File: config.mk
export PLATFORM = sky130hd
export DESIGN_NAME = mem_stage_lsu
export DESIGN_NICKNAME = d
export VERILOG_FILES = /design/src/rtl/mem_stage_lsu.sv
export SDC_FILE = /design/constraint.sdc
export NUM_CORES = 1
export LEC_CHECK = 0
export ABC_AREA = 1
export CELL_PAD_IN_SITES_DETAIL_PLACEMENT = 0
export CELL_PAD_IN_SITES_GLOBAL_PLACEMENT = 1
export CORE_MARGIN = 2
export CORE_UTILIZATION = 22
export CTS_BUF_LIST = sky130_fd_sc_hd__clkbuf_4
export CTS_CLUSTER_SIZE = 24
export DETAILED_ROUTE_END_ITERATION = 7
export GPL_TIMING_DRIVEN = 0
export HOLD_SLACK_MARGIN = 0.08
export PLACE_DENSITY = 0.84
export SETUP_SLACK_MARGIN = 0.4
export SLEW_MARGIN = 20
export SYNTH_ARGS = -nofsm -noshare
export SYNTH_HDL_FRONTEND = slang
export SYNTH_SLANG_ARGS = --single-unit
File: constraint.sdc
create_clock -name clk -period 5.4 [get_ports clk]
set_clock_uncertainty 0.2 [all_clocks]
set_input_delay 1.08 -clock clk [delete_from_list [all_inputs] [get_ports clk]]
set_output_delay 1.08 -clock clk [all_outputs]
set_load 0.02 [all_outputs]
File: src/rtl/mem_stage_lsu.sv
// MEM-stage load/store unit: req/gnt/rvalid data bus, store lane build, load align/extend, upstream stall.
// Optional: define MEM_MISALIGN_TRAP_EN to trap misaligned H/W accesses without touching the bus.
module mem_stage_lsu #(
  parameter int TIMEOUT_CYCLES = 64
) (
  input  logic        clk,
  input  logic        rst_n,
  input  logic        ex_valid,
  input  logic [31:0] ex_alu_result,
  input  logic [31:0] ex_store_data,
  input  logic [2:0]  ex_funct3,
  input  logic        ex_mem_read,
  input  logic        ex_mem_write,
  input  logic [4:0]  ex_rd_addr,
  input  logic        ex_reg_write,
  input  logic [1:0]  ex_wb_sel,
  input  logic        ex_csr_hit,
  input  logic [31:0] ex_csr_data,
  output logic [31:0] mem_wb_candidate,
  output logic [31:0] mem_load_data,
  output logic [4:0]  mem_rd_addr,
  output logic        mem_reg_write,
  output logic [1:0]  mem_wb_sel,
  output logic        mem_csr_hit,
  output logic [31:0] mem_csr_data,
  output logic        mem_stall,
  output logic        mem_bus_err,
`ifdef MEM_MISALIGN_TRAP_EN
  output logic        mem_misalign,
`endif
  output logic        dmem_req,
  output logic        dmem_we,
  output logic [31:0] dmem_addr,
  output logic [3:0]  dmem_be,
  output logic [31:0] dmem_wdata,
  input  logic        dmem_gnt,
  input  logic        dmem_rvalid,
  input  logic [31:0] dmem_rdata
);

  typedef enum logic [1:0] {S_IDLE, S_REQ, S_RESP, S_DONE} state_t;

  localparam int CW = (TIMEOUT_CYCLES > 1) ? $clog2(TIMEOUT_CYCLES + 1) : 1;
  localparam logic [CW-1:0] LIM = CW'(TIMEOUT_CYCLES - 1);

  state_t        r_state, w_next;
  logic [CW-1:0] r_cnt;
  logic [31:0]   r_ldbuf;
  logic          r_bus_err;

  logic          w_access, w_store, w_byte, w_half, w_misal, w_go;
  logic          w_req, w_stall, w_tmo, w_cnt_hit;
  logic [1:0]    w_off;
  logic [3:0]    w_be_st;
  logic [31:0]   w_wdata_st, w_shift, w_ld_aligned;

  assign w_off    = ex_alu_result[1:0];
  assign w_access = ex_valid & (ex_mem_read | ex_mem_write);
  // a read+write combination is resolved as a load
  assign w_store  = ex_mem_write & ~ex_mem_read;
  assign w_byte   = (ex_funct3[1:0] == 2'b00);
  assign w_half   = (ex_funct3[1:0] == 2'b01);

`ifdef MEM_MISALIGN_TRAP_EN
  assign w_misal  = w_access & ((w_half & w_off[0]) | (~w_byte & ~w_half & (w_off != 2'b00)));
`else
  assign w_misal  = 1'b0;
`endif
  assign w_go      = w_access & ~w_misal;
  assign w_cnt_hit = (TIMEOUT_CYCLES != 0) && (r_cnt == LIM);

  always_comb begin
    w_be_st    = 4'b1111;
    w_wdata_st = ex_store_data;
    if (w_byte) begin
      w_be_st    = 4'b0001 << w_off;
      w_wdata_st = {4{ex_store_data[7:0]}};
    end else if (w_half) begin
      w_be_st    = 4'b0011 << {w_off[1], 1'b0};
      w_wdata_st = {2{ex_store_data[15:0]}};
    end
  end

  assign w_shift = dmem_rdata >> {w_off, 3'b000};

  always_comb begin
    case (ex_funct3)
      3'b000:  w_ld_aligned = {{24{w_shift[7]}}, w_shift[7:0]};
      3'b001:  w_ld_aligned = {{16{w_shift[15]}}, w_shift[15:0]};
      3'b100:  w_ld_aligned = {24'h0, w_shift[7:0]};
      3'b101:  w_ld_aligned = {16'h0, w_shift[15:0]};
      default: w_ld_aligned = dmem_rdata;
    endcase
  end

  always_comb begin
    w_next  = r_state;
    w_req   = 1'b0;
    w_stall = 1'b0;
    w_tmo   = 1'b0;
    case (r_state)
      S_IDLE: begin
        if (w_go) begin
          w_req   = 1'b1;
          w_stall = 1'b1;
          if (dmem_gnt) w_next = w_store ? S_DONE : S_RESP;
          else          w_next = S_REQ;
        end
      end
      S_REQ: begin
        w_req   = 1'b1;
        w_stall = 1'b1;
        if (dmem_gnt) w_next = w_store ? S_DONE : S_RESP;
        else if (w_cnt_hit) begin
          w_tmo  = 1'b1;
          w_next = S_DONE;
        end
      end
      S_RESP: begin
        w_stall = 1'b1;
        if (dmem_rvalid) w_next = S_DONE;
        else if (w_cnt_hit) begin
          w_tmo  = 1'b1;
          w_next = S_DONE;
        end
      end
      S_DONE:  w_next = S_IDLE;
      default: w_next = S_IDLE;
    endcase
  end

  always_ff @(posedge clk or negedge rst_n) begin
    if (!rst_n) begin
      r_state   <= S_IDLE;
      r_cnt     <= '0;
      r_ldbuf   <= '0;
      r_bus_err <= 1'b0;
    end else begin
      r_state   <= w_next;
      r_bus_err <= w_tmo;
      // counter restarts on every entry into a waiting state
      if ((w_next != r_state) && ((w_next == S_REQ) || (w_next == S_RESP)))
        r_cnt <= '0;
      else if ((r_state == S_REQ) || (r_state == S_RESP))
        r_cnt <= r_cnt + CW'(1);
      if (w_tmo)
        r_ldbuf <= '0;
      else if ((r_state == S_RESP) && dmem_rvalid)
        r_ldbuf <= w_ld_aligned;
    end
  end

  assign dmem_req   = w_req;
  assign dmem_we    = w_req & w_store;
  assign dmem_addr  = w_req ? {ex_alu_result[31:2], 2'b00} : 32'h0;
  assign dmem_be    = w_req ? (w_store ? w_be_st : 4'b1111) : 4'b0000;
  assign dmem_wdata = (w_req & w_store) ? w_wdata_st : 32'h0;

  assign mem_stall        = w_stall;
  assign mem_bus_err      = r_bus_err;
  assign mem_load_data    = r_ldbuf;
  assign mem_wb_candidate = ex_alu_result;
  assign mem_rd_addr      = ex_rd_addr;
  assign mem_wb_sel       = ex_wb_sel;
  assign mem_csr_hit      = ex_csr_hit;
  assign mem_csr_data     = ex_csr_data;
  assign mem_reg_write    = ex_reg_write & ex_valid & ~w_stall & ~w_misal;
`ifdef MEM_MISALIGN_TRAP_EN
  assign mem_misalign     = (r_state == S_IDLE) & w_misal;
`endif

endmodule
==> results of run 1 <==
-- cell usage in the layout, fill, tap and decap left out, drive strengths merged --
cell type	count
a21o	1
nand4	2
conb	2
buf	88
xnor2	2
bufinv	1
xor2	3
inv	81
a221oi	6
clkbuf	18
nand3	14
mux2i	1
dfrtp	42
o22ai	1
nor2	104
ha	6
a21oi	40
clkdlybuf4s50	277
nand2	114
o221ai	2
nor3	2
o21ai	64
diode	1
o31ai	4
o211ai	5
dlymetal6s2s	2
-- power by group --
group          switching (mW)  internal (mW)  total (mW)
Sequential             0.0786          0.437       0.515
Combinational           0.866          0.706        1.57
Clock                   0.109          0.108       0.218
-- metal layers --
layer | share of wire [%] | GRT usage (%) | up-vias
met3 | 8.2 | 4.959 | 18
met1 | 40 | 21.76 | 2149
met4 | 1.4 | 4.340 | 0
met2 | 50 | 32.33 | 206
li1 | - | - | 2361
met5 | 0 | 0 | -
-- stage by stage --
stage	area [µm²]	cells	power, mW	setup slack (ps)
detailed placement	6962	1099	2.109	457.8
floorplan	3855	593	1.352	1629
global placement	6939	1098	2.103	451.9
finish	7054	1108	2.306	588.3
global route	7054	1108	2.482	398.9
CTS	7044	1107	2.335	431.8
-- area by class of cell --
class | count | area (µm²) | share of cell area [%]
Multi-Input combinational cell | 373 | 1823 | 25.84
Timing Repair Buffer | 281 | 2830 | 40.12
Inverter | 81 | 304.0 | 4.310
Tap cell | 225 | 281.5 | 3.991
Clock inverter | 1 | 30.03 | 0.4257
Sequential cell | 42 | 1051 | 14.90
Antenna cell | 1 | 2.502 | 0.03547
Clock buffer | 7 | 52.55 | 0.7449
Buffer | 97 | 679.4 | 9.631
-- flip-flops by register name (all words and copies together), names as in the netlist --
name / count
mem_bus_err: 1
mem_load_data: 32
r_cnt: 7
r_state: 2
-- worst min-delay path by stage --
| stage | from | to | slack, ps | depth (start not counted) |
|---|---|---|---|---|
| 2_1_floorplan | r_cnt[6] | r_cnt[6] | 300 | 2 |
| 3_3_place_gp | mem_load_data[6] | mem_load_data[6] | 260 | 1 |
| 3_5_place_dp | mem_load_data[10] | mem_load_data[10] | 270 | 2 |
| 4_1_cts | mem_load_data[9] | mem_load_data[9] | 300 | 2 |
| 5_1_grt | mem_load_data[23] | mem_load_data[23] | 310 | 2 |
| 6_report | mem_load_data[9] | mem_load_data[9] | 300 | 2 |
-- cells by family (layout without fill, tap and decap cells) --
family                     count (synthesis)  count (layout)  synth area share (%)
DFF                                       42              42                 27.29
and+or+nand+nor                          236             236                 25.31
other                                      1               3               0.09737
adders and majority gates                  6               6                 1.949
muxes                                      1               1                0.2599
buffers and inverters                    178             467                 25.54
xor gates and xnor gates                   5               5                 1.137
AOI/OAI and AO/OA                        123             123                 18.42
-- repair_timing --
| item | 4_1_cts | 5_1_grt |
|---|---|---|
| resized for setup | 0 | 3 |
| buffers inserted | 0 | 0 |
| setup endpoints to repair | 0 | 30 |
-- cells in the mapped netlist (all sizes together) --
master  count
nor2      104
o22ai       1
clkbuf     11
dfrtp      42
xnor2       2
o211ai      5
a221oi      6
o221ai      2
xor2        3
nand2     114
inv        81
a21oi      40
nand4       2
o21ai      64
nand3      14
o31ai       4
conb        1
buf        86
a21o        1
ha          6
mux2i       1
nor3        2
-- worst max-delay path, delay by kind of cell --
kind | cells | cell delay [ps]
AND/OR/NAND/NOR | 4 | 630
buffers and inverters | 6 | 1690
AO/OA/AOI/OAI | 1 | 110
==> run summary, run 1 <==
status: finished clean
cell breakdown of the critical path: clkdlybuf4s50_1 -> o21ai_1 -> inv_1 -> nand2_1 -> nand2_2 -> inv_1 -> nor2_2 -> inv_2 -> buf_2 -> nor2_1 -> clkdlybuf4s50_1
Cells after Synth: 592
largest net degree at the start of global routing: 23
sequential element share of the synthesized area: 27.29%
Worst-path clk slew: 110 ps
Period minus WS final: 4812 ps
hold_ws: 295.9 ps
Detailed Route WL: 17500 µm
Core Region: 17180 µm²
power per cell area: 326.9 nW/µm²
final hold vios: 0
CP endpoint kind: output port
actual slew at the worst max-slew pin: 563.9 ps
initial antenna violation count: 1
Synth area leaders: dfrtp_1, buf_4, nand2_1
Vias/cell: 4.273
worst vdd ir: 0.0001780 V
GRT Util Overall: 18.22%
Critical Path AT: 3530 ps
Post-DP HPWL: 14780 µm
synthesis-to-finish area growth: 83.17%
I/O pin total: 324
Die Wd: 136.3 µm
Vias: 4734
Final Cycle Share: 89.11%
RSZ-0062 raised after global routing: no
Max stage delay on crit path: 630 ps
Worst Setup SP: ex_valid
Num CTS Buffers: 5
fin util: 41.07%
CTS tree: yes
worst path required time: 4120 ps
nets@finish: 1034
Final setup violation count: 0
Seq cells post-synth: 42
Leak: 3.294 nW
hold-fix buffers at CTS: 0
fillcell total: 1856
HP Class: reg2reg
DR pass1 iterations: 4
CTS root buf: clkbuf_4
Post-Syn Area: 3851 µm²
R2R setup slack: 3040 ps
worst setup path endpoint: dmem_wdata[13]
GR Overflow Total: 0
Startpoint Class: input pin
worst r2r src: r_state[0]
share of layout cells above drive strength 1: 14.29%
H-Tree Depth: 2
die area: 18580 µm²
Die Ht: 136.3 µm
RePlAce Congestion: 0.8954
vias in the first global route: 4613
Yosys top cell by area: dfrtp_1
Mapped Avg Cell Area: 6.505 µm²
WL per Instance: 15.80 µm
Worst-Skew Late Latency: 360 ps
starting density of the core: 22.42%
Max stage delay cell, worst path: clkdlybuf4s50_1
IO buf count: 280
Netlist cell types: 34
clk buf depth: 2
site row count: 48
depth of the most critical reg-to-reg path: 10
Max Cap Viol: 0
Clock Sinks: 42
Slew Limit Fails: 0
# DRC: 0
number of synthesis warnings: 0
Antenna Nets Post-Route: 0
Fmax: 0.2078 GHz
setup TNS: 0 ps
first-pass GRT wire length: 25900 µm
reg2reg end: mem_load_data[18]
Crit Path Max Fanout: 10
Rel. slew slack: 62.41%
crit path kind: in2out
First DRT Iteration DRCs: 303
Synth top area share: 27.29%
Note: power is estimated with default switching activity, not from simulation.
==> run 2: changes to the inputs <==
--- a/config.mk
+++ b/config.mk
@@ -9,13 +9,13 @@
 export CELL_PAD_IN_SITES_DETAIL_PLACEMENT = 0
 export CELL_PAD_IN_SITES_GLOBAL_PLACEMENT = 1
 export CORE_MARGIN = 2
-export CORE_UTILIZATION = 22
+export CORE_UTILIZATION = 21
 export CTS_BUF_LIST = sky130_fd_sc_hd__clkbuf_4
 export CTS_CLUSTER_SIZE = 24
 export DETAILED_ROUTE_END_ITERATION = 7
 export GPL_TIMING_DRIVEN = 0
 export HOLD_SLACK_MARGIN = 0.08
-export PLACE_DENSITY = 0.84
+export PLACE_DENSITY = 0.81
 export SETUP_SLACK_MARGIN = 0.4
 export SLEW_MARGIN = 20
 export SYNTH_ARGS = -nofsm -noshare
==> constraint.sdc (replaced) <==
create_clock -name clk -period 5.1 [get_ports clk]
set_clock_uncertainty 0.2 [all_clocks]
set_input_delay 0.765 -clock clk [delete_from_list [all_inputs] [get_ports clk]]
set_output_delay 0.765 -clock clk [all_outputs]
set_load 0.02 [all_outputs]
==> run summary, run 2 (same netlist as run 1, synthesis figures left out) <==
Vias/cell: 4.205 (-1.6%)
HP Class: in2async
Die Wd: 139.4 µm (+2.3%)
sequential share of power: 21.9% (-0.5 points)
Num CTS Buffers: 5 (unchanged)
IO buf count: 280 (unchanged)
first-pass GRT wire length: 26600 µm (+2.7%)
Post-DP HPWL: 15090 µm (+2.1%)
CP endpoint kind: output port
clk buf depth: 2 (unchanged)
P_sw: 1.124 mW (+6.6%)
Detailed Route WL: 17740 µm (+1.4%)
CTS root buf: clkbuf_4
die area: 19440 µm² (+4.6%)
RePlAce Congestion: 0.8586 (-4.1%)
WL per Instance: 15.97 µm (+1.1%)
RSZ-0062 raised after global routing: no
Core Region: 17960 µm² (+4.6%)
final hold vios: 0 (unchanged)
vias in the first global route: 4587 (-0.56%)
most frequent cells in the layout: clkdlybuf4s50_1, nand2_1, nor2_1, inv_1, buf_4
Fmax: 0.2391 GHz
Rel. slew slack: 57.58% (-4.8 points)
Leak: 3.267 nW (-0.82%)
area of the multi-input gates: 1821 µm² (-0.14%)
Max Cap Viol: 0 (unchanged)
Ant. Diodes: 0 (-1)
register area: 1051 µm² (unchanged)
clock share of power: 11.1% (+1.7 points)
worst path required time: 4140 ps (+20 ps)
CTS tree: yes
Sw Share: 45.17% (-0.56 points)
synthesis-to-finish area growth: 83.66%
I/O pin total: 324 (unchanged)
Worst-Skew Late Latency: 380 ps (+20 ps)
initial antenna violation count: 0 (-1)
Vias: 4672 (-1.3%)
Critical Path AT: 3220 ps (-310 ps)
GRT Util Overall: 17.37% (-0.85 points)
starting density of the core: 21.44% (-0.98 points)
Slew Limit Fails: 0 (unchanged)
Crit Path Max Fanout: 10 (unchanged)
Largest register FFs: 32 (unchanged)
share of layout cells above drive strength 1: 14.17% (-0.11 points)
post-route cell area: 7073 µm² (+0.27%)
setup TNS: 0 ps (unchanged)
Int Pwr: 1.364 mW (+9.0%)
worst vdd ir: 0.0002491 V (+40%)
# DRC: 0 (unchanged)
Final Cycle Share: 82.02%
post_cts resized: 0 (unchanged)
Final setup violation count: 0 (unchanged)
site row count: 49 (+2.1%)
power per cell area: 351.7 nW/µm² (+7.6%)
total setup buffers inserted after CTS: 0 (unchanged)
Die Ht: 139.4 µm (+2.3%)
dpl cell area: 6967 µm² (about the same)
GR Overflow Total: 0 (unchanged)
status: finished clean
crit path kind: in2out
most common cell after layout, fill and taps aside: clkdlybuf4s50_1
H-Tree Depth: 2 (unchanged)
largest net degree at the start of global routing: 24 (+4.3%)
Comb pwr share: 67.0% (-1.2 points)
Period minus WS final: 4183 ps
nets@finish: 1034 (unchanged)
DR pass1 iterations: 4 (unchanged)
Startpoint Class: input pin
fillcell total: 1927 (+3.8%)
First DRT Iteration DRCs: 247 (-18%)
Antenna Nets Post-Route: 0 (unchanged)
Clock Sinks: 42 (unchanged)
Worst-path clk slew: 160 ps (+50 ps)
actual slew at the worst max-slew pin: 636.4 ps (+72.48 ps)
hold-fix buffers at CTS: 0 (unchanged)
run 2: changes by cell type in the layout (fill, tap and decap cells not counted), sizes merged:
cell           change
diode              -1
clkdlybuf4s50      +2
bufinv             +1
dlymetal6s2s       -2
clkbuf             -2
clkinv             +1
run 2: cell type report:
class / instances / share of cell area, %
repair buffers: 281 / 39.94
multi-input cells: 373 / 25.74
flip-flops and latches: 42 / 14.86
plain buffers: 97 / 9.606
inverters: 81 / 4.299
well taps: 229 / 4.051
clock inverters: 3 / 0.9729
clock buffers: 5 / 0.5307
run 2: final timing paths:
check                            startpoint                end  slack [ps]  depth (start not counted)
hold reg to reg            mem_load_data[3]   mem_load_data[3]         290                          2
setup / recovery                   ex_valid     dmem_wdata[29]         920                         11
max in group asynchronous             rst_n   mem_load_data[7]        4040                          2
min in group clk           mem_load_data[3]   mem_load_data[3]         290                          2
setup reg to reg                 r_state[0]  mem_load_data[21]        2740                         10
hold / removal                        rst_n  mem_load_data[22]         130                          1
run 2: per-stage QoR:
stage	setup WS [ps]	hold WS (ps)	power (mW)	utilization [%]	instances
3_3_place_gp	826.4	258.4	2.230	38.66	1102
4_1_cts	786.8	150.0	2.524	39.37	1111
3_5_place_dp	831.6	268.6	2.238	38.78	1103
2_1_floorplan	1959	269.4	1.431	-	593
6_report	917.2	131.0	2.488	39.37	1111
5_1_grt	692.9	164.0	2.671	39.37	1111
run 2: power groups by stage:
stage	clock (mW)	combinational (mW)	sequential, mW
after floorplan	0	0.753	0.679
after global placement	0	1.68	0.549
after detailed placement	0	1.69	0.552
after CTS	0.283	1.70	0.545
after global routing	0.295	1.81	0.563
final	0.276	1.67	0.545
run 2: worst max-delay path, cell delays in order:
cell             delay (ps)
clkdlybuf4s50_1         500
o21ai_1                 120
inv_1                   130
nand2_1                  90
nand2_2                 140
inv_1                   120
nor2_1                  260
inv_2                   100
buf_2                   200
nor2_1                  140
clkdlybuf4s50_1         630
run 2: routing by layer:
layer | global-route usage (%) | part of all wire, % | vias up
met5 | 0 | 0 | -
met4 | 2.073 | 0.55 | 0
met3 | 4.405 | 7.2 | 10
met2 | 32.66 | 52 | 179
met1 | 20.36 | 40 | 2119
li1 | - | - | 2364
==> run 3: changes to the inputs <==
==> constraint.sdc (replaced) <==
create_clock -name clk -period 4.1 [get_ports clk]
set_clock_uncertainty 0.2 [all_clocks]
set_input_delay 0.615 -clock clk [delete_from_list [all_inputs] [get_ports clk]]
set_output_delay 0.615 -clock clk [all_outputs]
set_load 0.02 [all_outputs]
==> run summary, run 3 (same netlist as run 1, synthesis figures left out) <==
status: finished clean
Die Wd: 139.4 µm (unchanged)
Num CTS Buffers: 5 (unchanged)
H-Tree Depth: 2 (unchanged)
cell breakdown of the critical path: clkdlybuf4s50_1 -> o21ai_1 -> inv_1 -> nand2_1 -> nand2_2 -> inv_1 -> buf_2 -> nor2_1 -> clkdlybuf4s50_1
first-pass GRT wire length: 26600 µm (unchanged)
Core Region: 17960 µm² (unchanged)
starting density of the core: 21.44% (unchanged)
Vias/cell: 4.234 (+0.68%)
vias in the first global route: 4596 (+0.20%)
crit path kind: in2out
initial antenna violation count: 0 (unchanged)
largest net degree at the start of global routing: 24 (unchanged)
I/O pin total: 324 (unchanged)
Worst-path clk slew: 130 ps (-30 ps)
Period minus WS final: 3515 ps
die area: 19440 µm² (unchanged)
fin worst setup slack: 585.4 ps (-331.8 ps)
Final Cycle Share: 85.72%
GRT Util Overall: 17.37% (unchanged)
GR Overflow Total: 0 (unchanged)
setup TNS: 0 ps (unchanged)
share of layout cells above drive strength 1: 14.84% (+0.66 points)
nets@finish: 1035 (+0.097%)
Post-DP HPWL: 15090 µm (unchanged)
cell family with most CP delay: buffers and inverters
RSZ-0062 raised after global routing: yes
power per cell area: 435.2 nW/µm² (+24%)
Max Cap Viol: 0 (unchanged)
CP endpoint kind: output port
final hold vios: 0 (unchanged)
Detailed Route WL: 17810 µm (+0.34%)
actual slew at the worst max-slew pin: 636.5 ps (+0.1395 ps)
Die Ht: 139.4 µm (unchanged)
fin util: 39.45% (+0.077 points)
Final setup violation count: 0 (unchanged)
synthesis-to-finish area growth: 84.02%
total setup buffers inserted after CTS: 0 (unchanged)
Startpoint Class: input pin
IO buf count: 280 (unchanged)
Clock Sinks: 42 (unchanged)
Slew Limit Fails: 0 (unchanged)
fillcell total: 1936 (+0.47%)
Worst-Skew Late Latency: 370 ps (about the same)
Critical Path AT: 2700 ps (-520 ps)
worst vdd ir: 0.0003100 V (+24%)
Max stage delay cell, worst path: clkdlybuf4s50_1
Rel. slew slack: 57.57% (about the same)
CTS root buf: clkbuf_4
RePlAce Congestion: 0.8586 (unchanged)
clk buf depth: 2 (unchanged)
Ant. Diodes: 0 (unchanged)
Setup Slack @ Placement: 131.6 ps (-700.0 ps)
Leak: 3.524 nW (+7.9%)
Largest register FFs: 32 (unchanged)
Antenna Nets Post-Route: 0 (unchanged)
Crit Path Max Fanout: 10 (unchanged)
Max stage delay on crit path: 650 ps (+20 ps)
site row count: 49 (unchanged)
most frequent cells in the layout: clkdlybuf4s50_1, nand2_1, nor2_1, inv_1, buf_4
worst path required time: 3280 ps (-860 ps)
Vias: 4708 (+0.77%)
First DRT Iteration DRCs: 274 (+11%)
CTS tree: yes
most common cell after layout, fill and taps aside: clkdlybuf4s50_1
CP Buf/Inv Count: 5 (-1)
WL per Instance: 16.01 µm (+0.25%)
DR pass1 iterations: 4 (unchanged)
Fmax: 0.2845 GHz
HP Class: reg2reg
Pwr Total: 3.085 mW (+24%)
# DRC: 0 (unchanged)
## run 3: layout make-up
type	instances	area (µm²)	share of cell area (%)
buffer	97	685.7	9.675
tap	229	286.5	4.043
clock inverter	3	68.82	0.9710
clock buffer	5	37.54	0.5297
multi-input combinational	373	1831	25.83
inverter	81	304.0	4.290
sequential	42	1051	14.83
timing repair buffer	282	2823	39.83
## run 3: tightest hold or removal path, cell delays in order (launching register included)
cell     delay, ps
dfrtp_1        370
nand2_1         50
nand2_1         50
## run 3: what timing repair did
item / 4_1_cts / 5_1_grt
endpoints found under the setup margin: 62 / 35
hold buffers: 1 / 0
hold endpoints to repair: 19 / 0
resized for setup: 35 / 22
## run 3: through the flow
step / cell area, µm² / hold slack, ps / instances
floorplan: 3855 / 119.4 / 593
global placement: 6944 / 258.4 / 1102
detailed placement: 6967 / 268.6 / 1103
CTS: 7054 / 299.9 / 1112
global route: 7087 / 323.1 / 1112
finish: 7087 / 291.5 / 1112
## run 3: report_power, final
group          total [mW]  internal, mW  switching (mW)  leakage [nW]
Clock               0.344         0.191           0.153        0.0554
Sequential          0.677         0.575           0.102         0.538
Combinational        2.06         0.921            1.14          2.93
## run 3: final timing paths
check / cells after the start / start / slack (ps) / to
max: 9 / ex_valid / 590 / dmem_addr[11]
min: 2 / mem_load_data[3] / 290 / mem_load_data[3]
max reg2reg: 10 / r_state[0] / 1740 / mem_load_data[21]
min reg2reg: 2 / mem_load_data[3] / 290 / mem_load_data[3]
max in group asynchronous: 3 / rst_n / 2650 / mem_load_data[7]
min in group asynchronous: 2 / rst_n / 520 / mem_load_data[22]
## run 3: per-layer routing
layer / up-vias / wire length [µm] / GRT usage (%)
li1: 2367 / - / -
met1: 2155 / 7138 / 20.38
met2: 176 / 9309 / 32.71
met3: 10 / 1262 / 4.301
met4: 0 / 95 / 2.073
met5: - / 0 / 0
